## config.mk

```make
export PLATFORM = sky130hd
export DESIGN_NAME = seven_segment_controller
export DESIGN_NICKNAME = d
export VERILOG_FILES = /design/src/rtl/seven_segment_controller_pkg.sv /design/src/rtl/seven_segment_decoder.sv /design/src/rtl/seven_segment_controller.sv
export SDC_FILE = /design/constraint.sdc
export NUM_CORES = 1
export LEC_CHECK = 0
export BUFFER_PORTS_ARGS = -buffer_cell sky130_fd_sc_hd__buf_4
export CAP_MARGIN = 10
export CELL_PAD_IN_SITES_DETAIL_PLACEMENT = 1
export CELL_PAD_IN_SITES_GLOBAL_PLACEMENT = 2
export CORE_AREA = 3 3 90 92
export CTS_BUF_LIST = sky130_fd_sc_hd__clkbuf_16
export CTS_CLUSTER_SIZE = 8
export DETAILED_ROUTE_END_ITERATION = 12
export DIE_AREA = 0 0 93 95
export HOLD_SLACK_MARGIN = 0.15
export PLACE_DENSITY = 0.76
export SETUP_SLACK_MARGIN = 0.02
export SYNTH_ARGS = -nofsm -noshare
export SYNTH_HDL_FRONTEND = slang
export SYNTH_HIERARCHICAL = 1
export SYNTH_SLANG_ARGS = --single-unit
```

## constraint.sdc

```tcl
create_clock -name clk -period 2 [get_ports clk]
set_input_delay 0.3 -clock clk [delete_from_list [all_inputs] [get_ports clk]]
set_output_delay 0.3 -clock clk [all_outputs]
set_load 0.02 [all_outputs]
```

## src/rtl/seven_segment_controller_pkg.sv

```systemverilog
// Shared definitions for the seven-segment display device: hex-to-segment
// table, digit-register layout, pin polarity constants and FSM states.
package seven_segment_controller_pkg;

  localparam int unsigned NUM_DIGITS = 4;
  localparam int unsigned IDX_W      = 2;
  localparam int unsigned VAL_W      = 4;
  localparam int unsigned SEG_W      = 7;
  localparam int unsigned PIN_W      = 8;
  localparam int unsigned REG_W      = 6;

  // Digit register field offsets
  localparam int unsigned VALUE_LSB = 0;
  localparam int unsigned DP_BIT    = 4;
  localparam int unsigned EN_BIT    = 5;

  // Active-low "all off" pin levels
  localparam logic [PIN_W-1:0]      SEG_OFF = 8'hFF;
  localparam logic [NUM_DIGITS-1:0] DIG_OFF = 4'hF;

  // Active-high g..a patterns for hex digits 0..F
  localparam logic [SEG_W-1:0] HEX_SEG [0:15] = '{
    7'h3F, 7'h06, 7'h5B, 7'h4F, 7'h66, 7'h6D, 7'h7D, 7'h07,
    7'h7F, 7'h6F, 7'h77, 7'h7C, 7'h39, 7'h5E, 7'h79, 7'h71
  };

  // Digit register payload; bit layout matches wr_data (EN=5, DP=4, VALUE=3:0)
  typedef struct packed {
    logic             en;
    logic             dp;
    logic [VAL_W-1:0] value;
  } digit_reg_t;

  typedef enum logic {
    ST_BLANK = 1'b0,
    ST_SHOW  = 1'b1
  } state_e;

  // Active-low one-hot digit select for a digit index
  function automatic logic [NUM_DIGITS-1:0] digit_sel_n(input logic [IDX_W-1:0] idx);
    return ~(NUM_DIGITS'(1) << idx);
  endfunction

endpackage

```

## src/rtl/seven_segment_decoder.sv

```systemverilog
// Combinational hex to 7-segment decoder (active-high, bit 6 = g .. bit 0 = a).
//   i_hex    : 4-bit hex value
//   o_seg_c  : 7-bit active-high segment pattern
module seven_segment_decoder
  import seven_segment_controller_pkg::*;
(
  input  logic [VAL_W-1:0] i_hex,
  output logic [SEG_W-1:0] o_seg_c
);

  assign o_seg_c = HEX_SEG[i_hex];

endmodule

```

## src/rtl/seven_segment_controller.sv

```systemverilog
// Four-digit multiplexed seven-segment display driver with per-digit
// registers and a blanking gap at the start of every digit slot.
//   clk, rst      : system clock, synchronous active-high reset
//   wr_en/addr/data: digit register write port ([3:0] value, [4] dp, [5] enable)
//   segment_pins  : active-low segments, [6:0] = g..a, [7] = dp (registered)
//   digit_pins    : active-low digit selects, bit i = digit i (registered)
module seven_segment_controller
  import seven_segment_controller_pkg::*;
#(
  parameter int unsigned REFRESH_TICKS = 50000,
  parameter int unsigned BLANK_TICKS   = 500
) (
  input  logic                  clk,
  input  logic                  rst,
  input  logic                  wr_en,
  input  logic [IDX_W-1:0]      wr_addr,
  input  logic [REG_W-1:0]      wr_data,
  output logic [PIN_W-1:0]      segment_pins,
  output logic [NUM_DIGITS-1:0] digit_pins
);

  localparam int unsigned CNT_W = (REFRESH_TICKS > 1) ? $clog2(REFRESH_TICKS) : 1;
  localparam logic [CNT_W-1:0] CNT_LAST      = CNT_W'(REFRESH_TICKS - 1);
  localparam logic [CNT_W-1:0] CNT_BLANK_END = CNT_W'(BLANK_TICKS - 1);

  digit_reg_t            r_digits [NUM_DIGITS];
  logic [CNT_W-1:0]      r_cnt;
  logic [IDX_W-1:0]      r_idx;
  state_e                r_state;
  state_e                w_state_nxt;
  logic [PIN_W-1:0]      r_seg;
  logic [NUM_DIGITS-1:0] r_dig;
  logic [PIN_W-1:0]      w_seg_nxt;
  logic [NUM_DIGITS-1:0] w_dig_nxt;
  logic                  w_wrap;
  digit_reg_t            w_cur;
  logic [SEG_W-1:0]      w_pattern;

  assign w_wrap = (r_cnt == CNT_LAST);
  assign w_cur  = r_digits[r_idx];

  seven_segment_decoder u_decoder (
    .i_hex   (w_cur.value),
    .o_seg_c (w_pattern)
  );

  // Digit registers; writes accepted in any state
  always_ff @(posedge clk) begin
    if (rst) begin
      for (int i = 0; i < int'(NUM_DIGITS); i++) begin
        r_digits[i] <= '0;
      end
    end else if (wr_en) begin
      r_digits[wr_addr] <= digit_reg_t'(wr_data);
    end
  end

  // Slot counter, digit index and FSM state
  always_ff @(posedge clk) begin
    if (rst) begin
      r_cnt   <= '0;
      r_idx   <= '0;
      r_state <= ST_BLANK;
    end else begin
      r_state <= w_state_nxt;
      if (w_wrap) begin
        r_cnt <= '0;
        r_idx <= r_idx + IDX_W'(1);
      end else begin
        r_cnt <= r_cnt + CNT_W'(1);
      end
    end
  end

  // Next state and next pin values from current state, index and register
  always_comb begin
    w_state_nxt = r_state;
    w_seg_nxt   = SEG_OFF;
    w_dig_nxt   = DIG_OFF;
    case (r_state)
      ST_BLANK: if (r_cnt == CNT_BLANK_END) w_state_nxt = ST_SHOW;
      ST_SHOW:  if (w_wrap) w_state_nxt = ST_BLANK;
      default:  w_state_nxt = ST_BLANK;
    endcase
    // Disabled digits keep their slot but stay dark
    if (r_state == ST_SHOW && w_cur.en) begin
      w_seg_nxt = ~{w_cur.dp, w_pattern};
      w_dig_nxt = digit_sel_n(r_idx);
    end
  end

  // Registered pins; reset forces all-off on the reset edge
  always_ff @(posedge clk) begin
    if (rst) begin
      r_seg <= SEG_OFF;
      r_dig <= DIG_OFF;
    end else begin
      r_seg <= w_seg_nxt;
      r_dig <= w_dig_nxt;
    end
  end

  assign segment_pins = r_seg;
  assign digit_pins   = r_dig;

endmodule

```

# ---- Yosys cells after proc, flatten, opt, wreduce, memory -nomap -nowiden
# Memory sizes are Yosys's and may differ from the RTL's. A register that Yosys moved wholly into a read port is not among the register bits.
# Index checks and enable logic that the tools add are counted.
dict set report totals {
  regBits 31
  ram_bits 24
  mem_bits_ro 112
  input_bits 11
  output_inout_bits 12
  word_cells 37
  mem_count 2
}
# name depth word_bits read_ports rd_ports_with_merged_regs write_ports line_no
set mem_list {}
lappend mem_list {{(no name shown)} 16 7 1 0 0 seven_segment_decoder.sv:11} ;# assign o_seg_c = HEX_SEG[i_hex];
lappend mem_list {r_digits 4 6 1 1 4 seven_segment_controller.sv:26} ;# digit_reg_t r_digits [NUM_DIGITS];
dict set report classes {
  add_sub_neg 2
  n_lt_le_gt_ge 1
  eq_ne 2
  shift 1
  n_mux 15
  bitwise 5
  reduce_logical 4
}
# op count
set ops {}
lappend ops {{adder 16 x 1 -> 16 bit, second input constant} 1}
lappend ops {{equality test 16 bit, second input constant} 1}
lappend ops {{equality test 16 x 9 -> 1 bit, second input constant} 1}
lappend ops {{two-way mux 7 bit} 2}
lappend ops {{two-way mux 1 bit} 8}
lappend ops {{NOT 8 bit} 1}
lappend ops {{two-way mux 2 bit} 3}
lappend ops {{two-way mux 6 bit} 1}
lappend ops {{OR reduction 6 bit} 1}
lappend ops {{>= comparator 5 bit, second input constant} 1}
lappend ops {{NOT 4 -> 5 bit} 1}
lappend ops {{NOT 4 bit} 1}
lappend ops {{OR reduction 2 bit} 2}
lappend ops {{left shift 1 x 2 -> 4 bit, first input constant} 1}
lappend ops {{adder 2 x 1 -> 2 bit, second input constant} 1}
lappend ops {{NOT 1 bit} 2}
lappend ops {{case mux 1 bit (2 select lines)} 1}
lappend ops {{logical AND 1 bit} 1}

# ---- Longest topological paths before layout
dict set report depth {
  ltp_word 5
  ltp_mapped 7
  mapped_depth_nobuf 6
}

# ---- Cells and area by module
# Netlist, hierarchy kept.
# module instances cells_per_inst area_each_um2 seq_area_each_um2
set modules_own_cells {}
lappend modules_own_cells {seven_segment_controller 1 198 2361.0 1381.3}
lappend modules_own_cells {seven_segment_decoder 1 33 287.8 0.0}

# ---- Worst setup path after synthesis
# Ideal clock, no wire load.
dict set report synth_path {
  kind {register to register}
  from {register with a tool-made name}
  to {register r_seg[3] (netlist: segment_pins[3])}
  setup_time_ns 0.061
  t_arrival_ns 1.952
  required_ns 1.939
  slack_ns -0.014
  path_stages_with_launch 8
  path_buffers 1
  synth_period_minus_slack_ns 2.014
  cell_sequence {dfxtp_1 -> buf_2 -> mux4_2 -> inv_1 -> ha_1 -> inv_1 -> mux4_1 -> nand2_1}
}
# item line_no
set synth_rtl {}
lappend synth_rtl {{end signal, assigned} seven_segment_controller.sv:98} ;# r_seg <= w_seg_nxt;
lappend synth_rtl {{end, declared} seven_segment_controller.sv:31} ;# logic [PIN_W-1:0] r_seg;

==> impl_metrics.py <==
metrics = {
    "place": {
        "dpl.hpwl_mm": 3.98,
        "buffer_ports.inserted": 22,
        "dpl_cell_area_mm2": 0.00297,
        "place_inst": 355,
        "pre_cts_ws_ns": -0.00302,
        "routabilityCongestion": 0.746,
    },
    "logic_synthesis": {
        "synth_edf_count": 24,
        "post-synth-top-area-cell": "sky130_fd_sc_hd__edfxtp_1",
        "synth.ff_latch_count": 57,
        "syn_area_mm2": 0.00265,
        "synth_nets": 255,
        "synthCells": 231,
        "synth_largest_type_area_fraction": 0.272,
        "synth_area_per_cell_um2": 11.5,
        "ys.flop_type": "sky130_fd_sc_hd__dfxtp_1",
        "synth_area_leaders": "sky130_fd_sc_hd__edfxtp_1 (27%), sky130_fd_sc_hd__dfxtp_1 (25%), sky130_fd_sc_hd__ha_1 (6.1%), sky130_fd_sc_hd__and2_1 (5.7%), sky130_fd_sc_hd__mux4_2 (5.1%)",
        "synthesis.yosys.warnings": 6,
        "async_reset_ff_frac": 0,
        "yosys.cell_types.count": 41,
        "synth_seq_area_share": 0.521,
    },
    "timing": {
        "finalWorstPathRequiredPeriod_ns": 1.87,
        "finalMaxSlewViolations": 0,
        "clock.fmax_ghz": 0.536,
        "rsz0062_at_grt": "no",
        "skew_ns": 0.00433,
        "timing.max_slew.rel_slack": 0.415,
        "sum_of_negative_setup_slack_ns": 0,
        "final-setup-viol-count": 0,
        "setup_ws_ns": 0.134,
        "timing.final.hold_violations": 0,
        "finalCritPeriodShare": 0.933,
        "worst-slew-pin-transition_ns": 0.875,
    },
    "die": {
        "io_pins": 23,
        "design.die.area_mm2": 0.00884,
        "die_span_in_y_um": 95,
        "initial_core_util": 0.363,
        "num_rows": 31,
        "core_area_mm2": 0.00729,
        "chipWidth_um": 93,
    },
    "route": {
        "wl_per_cell_um": 14.7,
        "remaining_drc_errors": 0,
        "finalWirelength_mm": 5.48,
        "vias": 1746,
        "drtAntennaViolNets": 0,
        "drt-initial-drc-count": 71,
        "route.detailed.vias_per_inst": 4.69,
        "drt_first_pass_iters": 4,
    },
    "clock_network": {
        "cts.path.max_buffers": 2,
        "path_clk_slew_ns": 0.05,
        "source_to_sink_clock_delay_at_the_later_pin_of_the_worst_skew_pair_ns": 0.32,
        "clkSinkCount": 57,
        "cts-htree-levels": 3,
        "hold_buffers": 0,
        "cts_tree": "done",
        "ctsRootBufferMaster": "sky130_fd_sc_hd__clkbuf_16",
        "cts-buffers-inserted": 9,
    },
    "job": {
        "max_cap_violations": 0,
    },
    "run_status": {
        "outcome": "completed",
    },
    "power_and_ir_drop": {
        "worst_ir_drop_vdd_mv": 0.408,
        "total_leakage_power_nw": 1.18,
        "power_density_mw_per_mm2": 849,
    },
    "setup_path": {
        "worst-path-max-fanout": 3,
        "timing.critical_path.mode_cell": "sky130_fd_sc_hd__mux4_2",
        "critical_path.cell_chain": "mux4_2, inv_2, ha_1, mux4_2, nand2_1",
        "cpPeakStageDelay_ns": 0.52,
        "critPathCaptureType": "register",
        "crit_path_top_delay_cell": "sky130_fd_sc_hd__mux4_2",
        "timing_worst_setup_path_type": "reg -> reg",
        "worst_path_arrival_time_ns": 2.13,
        "required_ns": 2.26,
        "worst_setup_path_start_kind": "register",
    },
    "grt": {
        "grt_start_max_net_pins": 17,
        "first_global_vias": 1806,
        "grt.overflow.total": 0,
        "gr_usage_total": 0.138,
        "grt_first_pass_wirelength_mm": 9.16,
        "grt_antenna_before_repair": 0,
    },
    "finish": {
        "post_route_insts_no_fill": 372,
        "layout.cell_area.non_filler_mm2": 0.00324,
        "nNetsFinal": 292,
        "layout.cells.most_common": "sky130_fd_sc_hd__buf_4",
        "drive_gt1_frac": 0.242,
        "layout.cells.most_common_list": "sky130_fd_sc_hd__buf_4 (33), sky130_fd_sc_hd__dfxtp_1 (32), sky130_fd_sc_hd__and2_1 (24), sky130_fd_sc_hd__edfxtp_1 (24), sky130_fd_sc_hd__nand2_1 (21)",
        "diodes": 0,
        "area_delta_synth_final_pct": 22.4,
    },
    "min_path": {
        "worstHoldPathType": "in -> reg",
    },
}
## cells in the mapped netlist, types with 2 or more instances
master,n
sky130_fd_sc_hd__nor2_1,20
sky130_fd_sc_hd__ha_1,13
sky130_fd_sc_hd__nand2_1,21
sky130_fd_sc_hd__dfxtp_1,33
sky130_fd_sc_hd__edfxtp_1,24
sky130_fd_sc_hd__buf_6,2
sky130_fd_sc_hd__o21ai_0,2
sky130_fd_sc_hd__nand4b_1,2
sky130_fd_sc_hd__clkbuf_1,3
sky130_fd_sc_hd__mux2_2,3
sky130_fd_sc_hd__nor3_1,7
sky130_fd_sc_hd__a21oi_1,4
sky130_fd_sc_hd__nand4_1,5
sky130_fd_sc_hd__mux4_2,6
sky130_fd_sc_hd__mux2i_1,3
sky130_fd_sc_hd__nor3b_1,2
sky130_fd_sc_hd__inv_1,8
sky130_fd_sc_hd__xor2_1,2
sky130_fd_sc_hd__buf_2,2
sky130_fd_sc_hd__xnor2_1,12
sky130_fd_sc_hd__or2_2,2
sky130_fd_sc_hd__and2_1,24
sky130_fd_sc_hd__nor2b_1,3
sky130_fd_sc_hd__nand3_1,4
sky130_fd_sc_hd__nor4_1,6
sky130_fd_sc_hd__nand2b_1,3
## metal layers
metal  global-route usage  part of all wire  routed length, um  up-vias
li1                     -                 -                  -      882
met1                0.184              0.49               2680      818
met2                0.202              0.45               2470       39
met3               0.0414             0.045                244        7
met4               0.0696             0.016                 89        0
met5                    0                 0                  0        -
## report_power, final
| part | leakage, nW | switching, mW | internal, mW |
|---|---|---|---|
| registers | 0.502 | 0.0194 | 1.26 |
| clock network | 0.130 | 0.491 | 0.808 |
| logic | 0.543 | 0.0890 | 0.0876 |
| total | 1.18 | 0.600 | 2.15 |
## sequential cells by signal, summed over array words and instances, names as in the netlist, named ones only
name	count
r_cnt	16
r_idx	2
segment_pins	8
digit_pins	4
r_state	1
r_digits	24
## area by class of cell
type,count,area (um^2)
clock buffers,9,225
inverters,8,30.0
well taps,99,124
flip-flops and latches,57,1390
fillers,827,4050
multi-input cells,158,1180
repair buffers,34,268
clock inverters,7,28.8
## what timing repair did
action / CTS / global route
resized for setup: 1 / 6
setup buffers: 0 / 1
setup endpoints to repair: 1 / 1
## worst paths after layout
kind                           to  depth (start not counted)           start  slack (ns)
setup reg to reg  segment_pins[3]                          5  r_digits[2][1]        0.13
hold / removal           r_idx[0]                          2             rst        0.24
hold reg to reg          r_cnt[0]                          1        r_cnt[0]        0.47
setup / recovery  segment_pins[3]                          5  r_digits[2][1]        0.13
## cell families after synthesis
logic type	share of synthesized area
AND/OR/NAND/NOR	0.222
flip-flops	0.521
XOR/XNOR	0.0463
adder cells (fa/ha/maj)	0.0614
buffers and inverters	0.0354
multiplexers	0.0850
AO/OA/AOI/OAI	0.0283
## metrics by stage
stage / power (mW) / utilization / hold slack, ns
2_1_floorplan: 1.41 / - / 0.433
3_3_place_gp: 1.46 / 0.407 / 0.449
3_5_place_dp: 1.47 / 0.407 / 0.470
4_1_cts: 2.79 / 0.442 / 0.232
5_1_grt: 2.87 / 0.445 / 0.252
6_report: 2.75 / 0.445 / 0.240
## critical path, delay by kind of cell, from the launching register on
| kind | cells | cell delay, ns |
|---|---|---|
| adder cells (fa/ha/maj) | 1 | 0.25 |
| AND/OR/NAND/NOR | 1 | 0.07 |
| buffers and inverters | 1 | 0.11 |
| flip-flops | 1 | 0.40 |
| multiplexers | 2 | 0.98 |
No activity file was read; power rests on OpenSTA's default activity.
